$ cat src/rtl/alu_seq_ctrl_if.sv
// rtl/alu_seq_ctrl_if.sv - instruction handshake and register-file bus for alu_seq_ctrl
interface alu_seq_ctrl_if;
  logic [13:0] instr;
  logic        instr_valid;
  logic        instr_ready;
  logic [6:0]  f_addr;
  logic        f_re;
  logic [7:0]  f_rdata;
  logic        f_we;
  logic [7:0]  f_wdata;

  modport master (
    output instr, instr_valid, f_rdata,
    input  instr_ready, f_addr, f_re, f_we, f_wdata
  );

  modport slave (
    input  instr, instr_valid, f_rdata,
    output instr_ready, f_addr, f_re, f_we, f_wdata
  );
endinterface

$ cat src/rtl/alu_seq_ctrl.sv
// rtl/alu_seq_ctrl.sv - five-state sequencer driving an external byte ALU, W and STATUS
module alu_seq_ctrl (
  input  logic          clk,
  input  logic          rst_n,
  alu_seq_ctrl_if.slave bus,
  output logic          clr,
  output logic          swap_n_mov,
  output logic          rlf_n_rrf,
  output logic          sub,
  output logic [1:0]    op_mux_l,
  output logic [1:0]    op_mux_a,
  output logic [1:0]    out_mux,
  output logic          C_in,
  output logic [7:0]    op_A,
  output logic [7:0]    op_B,
  input  logic [7:0]    alu_result,
  input  logic          C_new,
  input  logic          DC_new,
  input  logic          Z_new,
  output logic [7:0]    w_reg,
  output logic          status_c,
  output logic          status_dc,
  output logic          status_z,
  output logic          done
);

  typedef enum logic [2:0] {IDLE, DEC, RD, EXE, WB} state_t;

  typedef struct packed {
    logic       legal;
    logic       clr;
    logic       swap;
    logic       rlf;
    logic       sub;
    logic [1:0] mux_l;
    logic [1:0] mux_a;
    logic [1:0] out;
    logic       upd_c;
    logic       upd_dc;
    logic       upd_z;
  } dec_t;

  function automatic dec_t decode(input logic [5:0] op);
    dec_t r;
    r       = '0;
    r.legal = 1'b1;
    case (op)
      6'b000111: begin r.upd_c = 1'b1; r.upd_dc = 1'b1; r.upd_z = 1'b1; end
      6'b000010: begin r.sub = 1'b1; r.mux_a = 2'd1; r.upd_c = 1'b1; r.upd_dc = 1'b1; r.upd_z = 1'b1; end
      6'b001010: begin r.mux_a = 2'd2; r.upd_z = 1'b1; end
      6'b000011: begin r.mux_a = 2'd3; r.upd_z = 1'b1; end
      6'b000100: begin r.out = 2'd1; r.mux_l = 2'd0; r.upd_z = 1'b1; end
      6'b000101: begin r.out = 2'd1; r.mux_l = 2'd1; r.upd_z = 1'b1; end
      6'b000110: begin r.out = 2'd1; r.mux_l = 2'd2; r.upd_z = 1'b1; end
      6'b001001: begin r.out = 2'd1; r.mux_l = 2'd3; r.upd_z = 1'b1; end
      6'b001000: begin r.out = 2'd3; r.upd_z = 1'b1; end
      6'b001110: begin r.out = 2'd3; r.swap = 1'b1; end
      6'b001101: begin r.out = 2'd2; r.rlf = 1'b1; r.upd_c = 1'b1; end
      6'b001100: begin r.out = 2'd2; r.upd_c = 1'b1; end
      6'b000001: begin r.clr = 1'b1; r.upd_z = 1'b1; end
      default:   r = '0;
    endcase
    return r;
  endfunction

  state_t      state_q;
  logic [13:0] instr_q;
  dec_t        ctrl_q;
  dec_t        dec_d;
  logic        ready_q, f_re_q, f_we_q, done_q;
  logic [6:0]  f_addr_q;
  logic [7:0]  f_wdata_q, op_a_q, w_q, res_q;
  logic        c_q, dc_q, z_q, c_new_q, dc_new_q, z_new_q;

  assign dec_d = decode(instr_q[13:8]);

  always_ff @(posedge clk) begin
    if (!rst_n) begin
      state_q   <= IDLE;
      instr_q   <= '0;
      ctrl_q    <= '0;
      ready_q   <= 1'b1;
      f_re_q    <= 1'b0;
      f_we_q    <= 1'b0;
      done_q    <= 1'b0;
      f_addr_q  <= '0;
      f_wdata_q <= '0;
      op_a_q    <= '0;
      w_q       <= '0;
      res_q     <= '0;
      c_q       <= 1'b0;
      dc_q      <= 1'b0;
      z_q       <= 1'b0;
      c_new_q   <= 1'b0;
      dc_new_q  <= 1'b0;
      z_new_q   <= 1'b0;
    end else begin
      f_re_q <= 1'b0;
      f_we_q <= 1'b0;
      done_q <= 1'b0;
      case (state_q)
        IDLE: begin
          if (bus.instr_valid && ready_q) begin
            instr_q <= bus.instr;
            ready_q <= 1'b0;
            state_q <= DEC;
          end
        end
        DEC: begin
          f_re_q   <= 1'b1;
          f_addr_q <= instr_q[6:0];
          state_q  <= RD;
        end
        RD: begin
          op_a_q   <= bus.f_rdata;
          f_addr_q <= '0;
          ctrl_q   <= dec_d;
          state_q  <= EXE;
        end
        EXE: begin
          // ALU outputs are frozen here; WB commits only these captured copies
          res_q    <= alu_result;
          c_new_q  <= C_new;
          dc_new_q <= DC_new;
          z_new_q  <= Z_new;
          done_q   <= 1'b1;
          if (ctrl_q.legal && instr_q[7]) begin
            f_we_q    <= 1'b1;
            f_addr_q  <= instr_q[6:0];
            f_wdata_q <= alu_result;
          end
          state_q <= WB;
        end
        WB: begin
          if (ctrl_q.legal && !instr_q[7]) w_q <= res_q;
          if (ctrl_q.upd_c)  c_q  <= c_new_q;
          if (ctrl_q.upd_dc) dc_q <= dc_new_q;
          if (ctrl_q.upd_z)  z_q  <= z_new_q;
          ctrl_q    <= '0;
          f_addr_q  <= '0;
          f_wdata_q <= '0;
          ready_q   <= 1'b1;
          state_q   <= IDLE;
        end
        default: begin
          ctrl_q  <= '0;
          ready_q <= 1'b1;
          state_q <= IDLE;
        end
      endcase
    end
  end

  assign bus.instr_ready = ready_q;
  assign bus.f_addr      = f_addr_q;
  assign bus.f_re        = f_re_q;
  assign bus.f_we        = f_we_q;
  assign bus.f_wdata     = f_wdata_q;

  assign clr        = ctrl_q.clr;
  assign swap_n_mov = ctrl_q.swap;
  assign rlf_n_rrf  = ctrl_q.rlf;
  assign sub        = ctrl_q.sub;
  assign op_mux_l   = ctrl_q.mux_l;
  assign op_mux_a   = ctrl_q.mux_a;
  assign out_mux    = ctrl_q.out;

  assign C_in      = c_q;
  assign op_A      = op_a_q;
  assign op_B      = w_q;
  assign w_reg     = w_q;
  assign status_c  = c_q;
  assign status_dc = dc_q;
  assign status_z  = z_q;
  assign done      = done_q;

endmodule

$ cat src/flat_wrapper.sv
// flat-port wrapper written by rule: the top's interface ports become plain ports
module alu_seq_ctrl_flat 
  (clk, rst_n, clr, swap_n_mov, rlf_n_rrf, sub, op_mux_l, op_mux_a, out_mux, C_in, op_A, op_B, alu_result, C_new, DC_new, Z_new, w_reg, status_c, status_dc, status_z, done, bus_instr, bus_instr_valid, bus_f_rdata, bus_instr_ready, bus_f_addr, bus_f_re, bus_f_we, bus_f_wdata);
  alu_seq_ctrl_if bus_i ();
  input  logic clk;
  input  logic rst_n;
  output logic clr;
  output logic swap_n_mov;
  output logic rlf_n_rrf;
  output logic sub;
  output logic [1:0] op_mux_l;
  output logic [1:0] op_mux_a;
  output logic [1:0] out_mux;
  output logic C_in;
  output logic [7:0] op_A;
  output logic [7:0] op_B;
  input  logic [7:0] alu_result;
  input  logic C_new;
  input  logic DC_new;
  input  logic Z_new;
  output logic [7:0] w_reg;
  output logic status_c;
  output logic status_dc;
  output logic status_z;
  output logic done;
  input wire logic [$bits(bus_i.instr)-1:0] bus_instr;
  input wire logic [$bits(bus_i.instr_valid)-1:0] bus_instr_valid;
  input wire logic [$bits(bus_i.f_rdata)-1:0] bus_f_rdata;
  output wire logic [$bits(bus_i.instr_ready)-1:0] bus_instr_ready;
  output wire logic [$bits(bus_i.f_addr)-1:0] bus_f_addr;
  output wire logic [$bits(bus_i.f_re)-1:0] bus_f_re;
  output wire logic [$bits(bus_i.f_we)-1:0] bus_f_we;
  output wire logic [$bits(bus_i.f_wdata)-1:0] bus_f_wdata;
  assign bus_i.instr = bus_instr;
  assign bus_i.instr_valid = bus_instr_valid;
  assign bus_i.f_rdata = bus_f_rdata;
  assign bus_instr_ready = bus_i.instr_ready;
  assign bus_f_addr = bus_i.f_addr;
  assign bus_f_re = bus_i.f_re;
  assign bus_f_we = bus_i.f_we;
  assign bus_f_wdata = bus_i.f_wdata;
  alu_seq_ctrl u_core (.clk(clk), .rst_n(rst_n), .bus(bus_i), .clr(clr), .swap_n_mov(swap_n_mov), .rlf_n_rrf(rlf_n_rrf), .sub(sub), .op_mux_l(op_mux_l), .op_mux_a(op_mux_a), .out_mux(out_mux), .C_in(C_in), .op_A(op_A), .op_B(op_B), .alu_result(alu_result), .C_new(C_new), .DC_new(DC_new), .Z_new(Z_new), .w_reg(w_reg), .status_c(status_c), .status_dc(status_dc), .status_z(status_z), .done(done));
endmodule
$ cat config.mk
export PLATFORM = sky130hd
export DESIGN_NAME = alu_seq_ctrl_flat
export DESIGN_NICKNAME = d
export VERILOG_FILES = /design/src/rtl/alu_seq_ctrl_if.sv /design/src/rtl/alu_seq_ctrl.sv /design/src/flat_wrapper.sv
export SDC_FILE = /design/constraint.sdc
export NUM_CORES = 1
export LEC_CHECK = 0
export ABC_AREA = 0
export CAP_MARGIN = 20
export CORE_MARGIN = 1
export CORE_UTILIZATION = 45
export CTS_CLUSTER_SIZE = 8
export DETAILED_ROUTE_END_ITERATION = 6
export PLACE_DENSITY = 0.8
export SLEW_MARGIN = 25
export SYNTH_ARGS = -nofsm -noshare
export SYNTH_HDL_FRONTEND = slang
export SYNTH_SLANG_ARGS = --single-unit
$ cat constraint.sdc
create_clock -name clk -period 3.1 [get_ports clk]
set_input_delay 0.93 -clock clk [delete_from_list [all_inputs] [get_ports clk]]
set_output_delay 0.93 -clock clk [all_outputs]
set_load 0.03 [all_outputs]
==> impl_metrics.env, run 1 <==
export IMPL_status="complete, no violations"
export IMPL_endpoint_kind="primary output"
export IMPL_diodes=0
export IMPL_cts_root_buf="clkbuf_8"
export IMPL_worstMarginPinSlew_ns=0.6119
export IMPL_die_w_microns=86.49
export IMPL_placed_cell_area_sq_mm=0.004058
export IMPL_skew_ns=0.008004
export IMPL_syn_mean_instance_area_sq_um=8.922
export IMPL_r2r_slack_ns=0.83
export IMPL_clock_sinks=80
export IMPL_seq_area_sq_mm=0.001602
export IMPL_switching_share_pct=26.44
export IMPL_cts_hold_buf=0
export IMPL_clk_pin_slew_ns=0.07
export IMPL_dieHeight_microns=86.49
export IMPL_grt_max_degree=51
export IMPL_ys_ff_latch=80
export IMPL_crit_path_start_kind="flop"
export IMPL_path_max_fanout=3
export IMPL_cts_resized=0
export IMPL_synth_cells=360
export IMPL_wl_mm=6.882
export IMPL_crit_buf_inv=1
export IMPL_fmax_ghz=0.4235
export IMPL_fp_row_count=30
export IMPL_drc_errors=0
export IMPL_grt_total_usage_pct=19.58
export IMPL_fillCellCount=612
export IMPL_clock_latency_ns=0.35
export IMPL_dr_pass1_iters=4
export IMPL_max_slew_margin_pct=59.08
export IMPL_ys_seq_area_share_pct=49.86
export IMPL_worst_r2r_path_depth=4
export IMPL_worstHoldStart="u_core.op_mux_l[1]$_SDFFE_PN0N_"
export IMPL_final_cells=526
export IMPL_crit_start="u_core.op_B[5]$_SDFFE_PN0P_"
export IMPL_crit_family="buffers and inverters"
export IMPL_clockBufferDepth=2
export IMPL_power_density_mw_per_mm2=510.0
export IMPL_gp_congestion=0.7847
export IMPL_synth_fp_nets=396
export IMPL_p_leak_uw=0.001579
export IMPL_grt_pass1_vias=2409
export IMPL_dp_cells=509
export IMPL_p_comb_share_pct=14.9
export IMPL_layout_common_cells="92 x clkdlybuf4s50_1, 80 x dfxtp_1, 61 x nand2_1"
export IMPL_min_to="u_core.op_mux_l[1]$_SDFFE_PN0N_"
export IMPL_coreArea_sq_mm=0.006832
export IMPL_fin_setup_tns_ns=0
export IMPL_pwr_share_seq_pct=51.6
export IMPL_htreeDepth=3
export IMPL_drtIter0Drc=136
export IMPL_period_share_pct=76.18
export IMPL_hpwl_mm=4.825
export IMPL_finalHoldViolCount=0
export IMPL_r2r_start="u_core.state_q[1]$_SDFFE_PN0P_"
export IMPL_final_area_sq_mm=0.004257
export IMPL_postLayoutCoreUtil_pct=62.31
export IMPL_switching_power_uw=574.0
export IMPL_drv_cap=0
export IMPL_vias_per_cell=5.044
export IMPL_grt_pass1_wl_mm=11.15
export IMPL_layout_commonest_cell="clkdlybuf4s50_1"
export IMPL_internal_power_uw=1597
export IMPL_peakVddDrop_mv=0.2676
export IMPL_worstSetupPathType="flop to primary output"
export IMPL_slew_viol_final=0
export IMPL_postCtsSetupBuffers=0
export IMPL_area_delta_synth_final_pct=32.53
export IMPL_clkPwrFrac_pct=33.5
export IMPL_rsz0062_at_grt="false"
export IMPL_num_vias=2653
export IMPL_worstHoldPathType="flop to flop"
export IMPL_whs_path_depth=2
export IMPL_numPortBuffers=92
export IMPL_cts_made_buffers=9
export IMPL_synth_cell_types=34
export IMPL_max_stage_delay_ns=0.69
export IMPL_yosys_warnings=0
export IMPL_antenna_found_initial=0
export IMPL_ios=93
export IMPL_wl_per_cell_microns=13.08
export IMPL_drive_gt1_share_pct=5.349
export IMPL_cts_tree="yes"
export IMPL_required_ns=2.17
export IMPL_cp_arrival_ns=1.43
export IMPL_setup_violations=0
export IMPL_synth_area_sq_mm=0.003212
export IMPL_ant_nets=0
export IMPL_cpMaxStageDelayCell="clkdlybuf4s50_1"
export IMPL_die_area_sq_mm=0.007480
export IMPL_worstPathCellList="clkdlybuf4s50_1"
export IMPL_initial_core_util_pct=47.01
export IMPL_multiInputGateArea_sq_mm=0.001366
export IMPL_rr_endpoint="u_core.ctrl_q[13]$_SDFFE_PN0N_"
export IMPL_overflow=0
export IMPL_period_needed_ns=2.362
export IMPL_nets=461
per-layer routing:
layer  up-vias  wire (microns)  track usage (%)
met2        82            3308            31.82
met4         0             136            7.424
met5         -               0                0
met3        17             466            8.095
li1       1326               -                -
met1      1228            2971            23.12
registers in the layout, indices dropped and copies added, names as in the netlist, 2 cells and up:
name                flops
u_core.bus.f_addr       7
u_core.res_q            8
u_core.op_mux_a         2
u_core.instr_q         14
u_core.bus.f_wdata      8
u_core.op_B             8
u_core.op_A             8
u_core.out_mux          2
u_core.ctrl_q           4
u_core.state_q          3
u_core.op_mux_l         2
how the worst max path moves through the flow:
stage,end,slack [ns],depth (start not counted)
floorplan,u_core.instr_q[1]$_SDFFE_PN0P_,1.22,5
global placement,u_core.instr_q[3]$_SDFFE_PN0P_,0.85,5
detailed placement,u_core.instr_q[3]$_SDFFE_PN0P_,0.81,5
CTS,w_reg[5],0.73,1
global route,u_core.ctrl_q[13]$_SDFFE_PN0N_,0.56,4
finish,w_reg[5],0.74,1
power groups by stage:
stage / combinational [uW] / sequential [uW] / clock, uW
after floorplan: 207 / 1150 / 0
final: 324 / 1120 / 728
after global routing: 354 / 1130 / 789
after detailed placement: 323 / 1140 / 0
after global placement: 318 / 1140 / 0
after CTS: 323 / 1120 / 747
logic make-up after synthesis:
family                 Yosys count  synth area share (%)
AND/OR/NAND/NOR                138                 19.71
flip-flops                      80                 49.86
AO/OA/AOI/OAI                   60                 11.61
buffers and inverters           46                 7.752
multiplexers                    32                 9.973
XOR/XNOR                         4                 1.091
worst reg2reg max path, stage by stage (launching register included):
cell and delay [ns]:
dfxtp_1 0.60, or3b_1 0.67, nor3_4 0.49, o211ai_1 0.23
a31oi_1 0.21
cell usage after synthesis, drive strengths merged:
cell type	instances	share of area (%)
a21o	2	0.47
a21oi	37	5.8
a22oi	2	0.47
a31oi	1	0.19
a32oi	5	1.9
and3	7	1.4
and4b	1	0.31
buf	25	5.3
clkbuf	18	2.1
dfxtp	80	50
inv	3	0.35
mux2i	32	10
nand2	61	7.1
nand2b	1	0.19
nand3b	3	0.70
nand4	2	0.39
nand4b	3	0.82
nor2	44	5.1
nor2b	5	0.97
nor3	4	0.97
nor3b	4	0.93
o211ai	7	1.6
o21ai	4	0.62
o21bai	1	0.23
o311ai	1	0.27
or3b	2	0.55
or4	1	0.23
xnor2	3	0.82
xor2	1	0.27
final cells by class:
cell class	instances	area share (%)
multi-input combinational	234	32.10
sequential	80	37.63
clock buffer	11	3.086
timing repair buffer	97	22.75
inverter	3	0.2646
tap	96	2.822
clock inverter	5	1.352
metrics by stage:
step                worst slack [ns]  hold WS, ns  power [uW]
floorplan                      1.220       0.4323        1352
global placement              0.8468       0.4412        1457
detailed placement            0.8089       0.4460        1464
CTS                           0.7284       0.4566        2188
global route                  0.5589       0.4704        2270
finish                        0.7385       0.4558        2171
Power figures use the tool's default switching activity.
==> run 2, diff against run 1 <==
CORE_UTILIZATION = 42   (was 45)
PLACE_DENSITY = 0.79   (was 0.8)
clock period = 2 ns   (was 3.1 ns; I/O delays follow)
==> impl_metrics.env, run 2 (synthesis gave the netlist of run 1 again) <==
export IMPL_status="complete, no violations"
export IMPL_postLayoutCoreUtil_pct=59.84
export IMPL_drc_errors=0
export IMPL_whs_path_depth=2
export IMPL_rsz0062_at_grt="false"
export IMPL_die_area_sq_mm=0.008001
export IMPL_rr_endpoint="u_core.ctrl_q[13]$_SDFFE_PN0N_"
export IMPL_area_delta_synth_final_pct=36.58
export IMPL_cts_tree="yes"
export IMPL_max_stage_delay_ns=0.68
export IMPL_r2r_slack_ns=0.19
export IMPL_vias_per_cell=5.020
export IMPL_grt_pass1_wl_mm=11.72
export IMPL_skew_ns=0.01036
export IMPL_drive_gt1_share_pct=7.517
export IMPL_coreArea_sq_mm=0.007331
export IMPL_r2r_start="u_core.state_q[1]$_SDFFE_PN0P_"
export IMPL_fin_setup_tns_ns=0
export IMPL_clockBufferDepth=2
export IMPL_dr_pass1_iters=4
export IMPL_wl_mm=7.201
export IMPL_diodes=0
export IMPL_largest_reg_flops=14
export IMPL_dieHeight_microns=89.45
export IMPL_worstHoldPathType="flop to flop"
export IMPL_crit_path_start_kind="flop"
export IMPL_power_density_mw_per_mm2=782.2
export IMPL_layout_commonest_cell="dfxtp_1"
export IMPL_period_share_pct=98.38
export IMPL_worstHoldStart="u_core.rlf_n_rrf$_SDFFE_PN0N_"
export IMPL_initial_core_util_pct=43.81
export IMPL_gp_congestion=0.8132
export IMPL_cts_made_buffers=9
export IMPL_ant_nets=0
export IMPL_hpwl_mm=5.059
export IMPL_largest_register="u_core.instr_q"
export IMPL_numPortBuffers=92
export IMPL_overflow=0
export IMPL_cp_arrival_ns=1.37
export IMPL_die_w_microns=89.45
export IMPL_wl_per_cell_microns=13.38
export IMPL_worstMarginPinSlew_ns=0.5183
export IMPL_cts_hold_buf=0
export IMPL_clk_pin_slew_ns=0.09
export IMPL_grt_max_degree=43
export IMPL_peakVddDrop_mv=0.4710
export IMPL_min_to="u_core.rlf_n_rrf$_SDFFE_PN0N_"
export IMPL_fp_row_count=31
export IMPL_antenna_found_initial=0
export IMPL_required_ns=1.40
export IMPL_path_max_fanout=2
export IMPL_fillCellCount=634
export IMPL_slew_viol_final=0
export IMPL_grt_total_usage_pct=19.32
export IMPL_clock_sinks=80
export IMPL_grt_pass1_vias=2556
export IMPL_clock_latency_ns=0.35
export IMPL_num_vias=2701
export IMPL_cts_root_buf="clkbuf_8"
export IMPL_htreeDepth=3
export IMPL_endpoint_kind="primary output"
export IMPL_max_slew_margin_pct=65.32
export IMPL_ios=93
export IMPL_crit_family="buffers and inverters"
export IMPL_worstSetupPathType="flop to primary output"
export IMPL_p_leak_uw=0.002163
export IMPL_drv_cap=0
export IMPL_worst_r2r_path_depth=4
export IMPL_nets=470
export IMPL_cpMaxStageDelayCell="clkdlybuf4s50_1"
export IMPL_postCtsSetupBuffers=0
export IMPL_setup_violations=0
export IMPL_layout_common_cells="80 x dfxtp_1, 61 x nand2_1, 54 x clkdlybuf4s50_1"
export IMPL_period_needed_ns=1.968
export IMPL_worstPathCellList="clkdlybuf4s50_1"
export IMPL_drtIter0Drc=159
export IMPL_crit_buf_inv=1
export IMPL_fmax_ghz=0.5082
export IMPL_finalHoldViolCount=0
[run 2: changes by cell type in the layout (fill, tap and decap cells not counted), sizes merged]
cell	before	now
inv	3	5
buf	5	14
clkinvlp	3	0
clkdlybuf4s50	92	54
clkbuf	11	9
clkinv	1	4
dlymetal6s2s	0	25
dlygate4sd2	0	13
[run 2: layout make-up]
type	instances	area (sq um)	area share, %
clock inverters	7	67.56	1.540
multi-input cells	234	1361	31.03
flip-flops and latches	80	1602	36.51
inverters	3	11.26	0.2567
clock buffers	9	123.9	2.824
repair buffers	106	1097	25.01
well taps	99	123.9	2.824
[run 2: worst reg2reg max path, delay by kind of cell, from the launching register on]
family / cells / cell delay (ns)
AO/OA/AOI/OAI: 2 / 0.42
flip-flops: 1 / 0.48
AND/OR/NAND/NOR: 2 / 0.86
[run 2: worst max-delay path by stage]
stage / from / to / slack, ns / depth (start not counted)
2_1_floorplan: u_core.state_q[0]$_SDFFE_PN0P_ / u_core.bus.f_addr[0]$_SDFFE_PN0P_ / 0.35 / 6
3_5_place_dp: bus_instr_valid / u_core.instr_q[11]$_SDFFE_PN0P_ / 0.07 / 5
4_1_cts: u_core.op_B[4]$_SDFFE_PN0P_ / w_reg[4] / 0.0004 / 1
5_1_grt: u_core.bus.f_wdata[2]$_SDFFE_PN0P_ / bus_f_wdata[2] / 0.0003 / 1
6_report: u_core.bus.f_wdata[2]$_SDFFE_PN0P_ / bus_f_wdata[2] / 0.03 / 1
3_3_place_gp: bus_instr_valid / u_core.instr_q[4]$_SDFFE_PN0P_ / 0.13 / 5
[run 2: stage by stage]
step,hold slack (ns),worst slack (ns),area [sq um],cells,total power [uW]
2_1_floorplan,0.4323,0.3547,3212,360,2096
3_3_place_gp,0.4399,0.1254,4149,522,2290
3_5_place_dp,0.4463,0.06625,4149,522,2302
4_1_cts,0.4578,0.0003554,4324,538,3463
5_1_grt,0.4871,0.0002798,4387,538,3597
6_report,0.4565,0.03235,4387,538,3431
[run 2: report_power, final]
| group | internal (uW) | switching (uW) | total (uW) | leakage (uW) |
|---|---|---|---|---|
| registers | 1660 | 64.0 | 1720 | 0.000648 |
| clock network | 577 | 593 | 1170 | 0.000104 |
| logic | 262 | 276 | 538 | 0.00141 |
[run 2: metal layers]
layer  share of wire (%)  vias up  global-route usage, %
met4                 1.2        0                  7.792
met5                   0        -                      0
li1                    -     1343                      -
met2                  49       80                  31.02
met3                 6.4        9                  5.448
met1                  44     1269                  24.54
[run 2: what timing repair did]
action                     4_1_cts  5_1_grt
gates resized for setup         13       25
pin swaps                        0        0
setup endpoints to repair       15       25
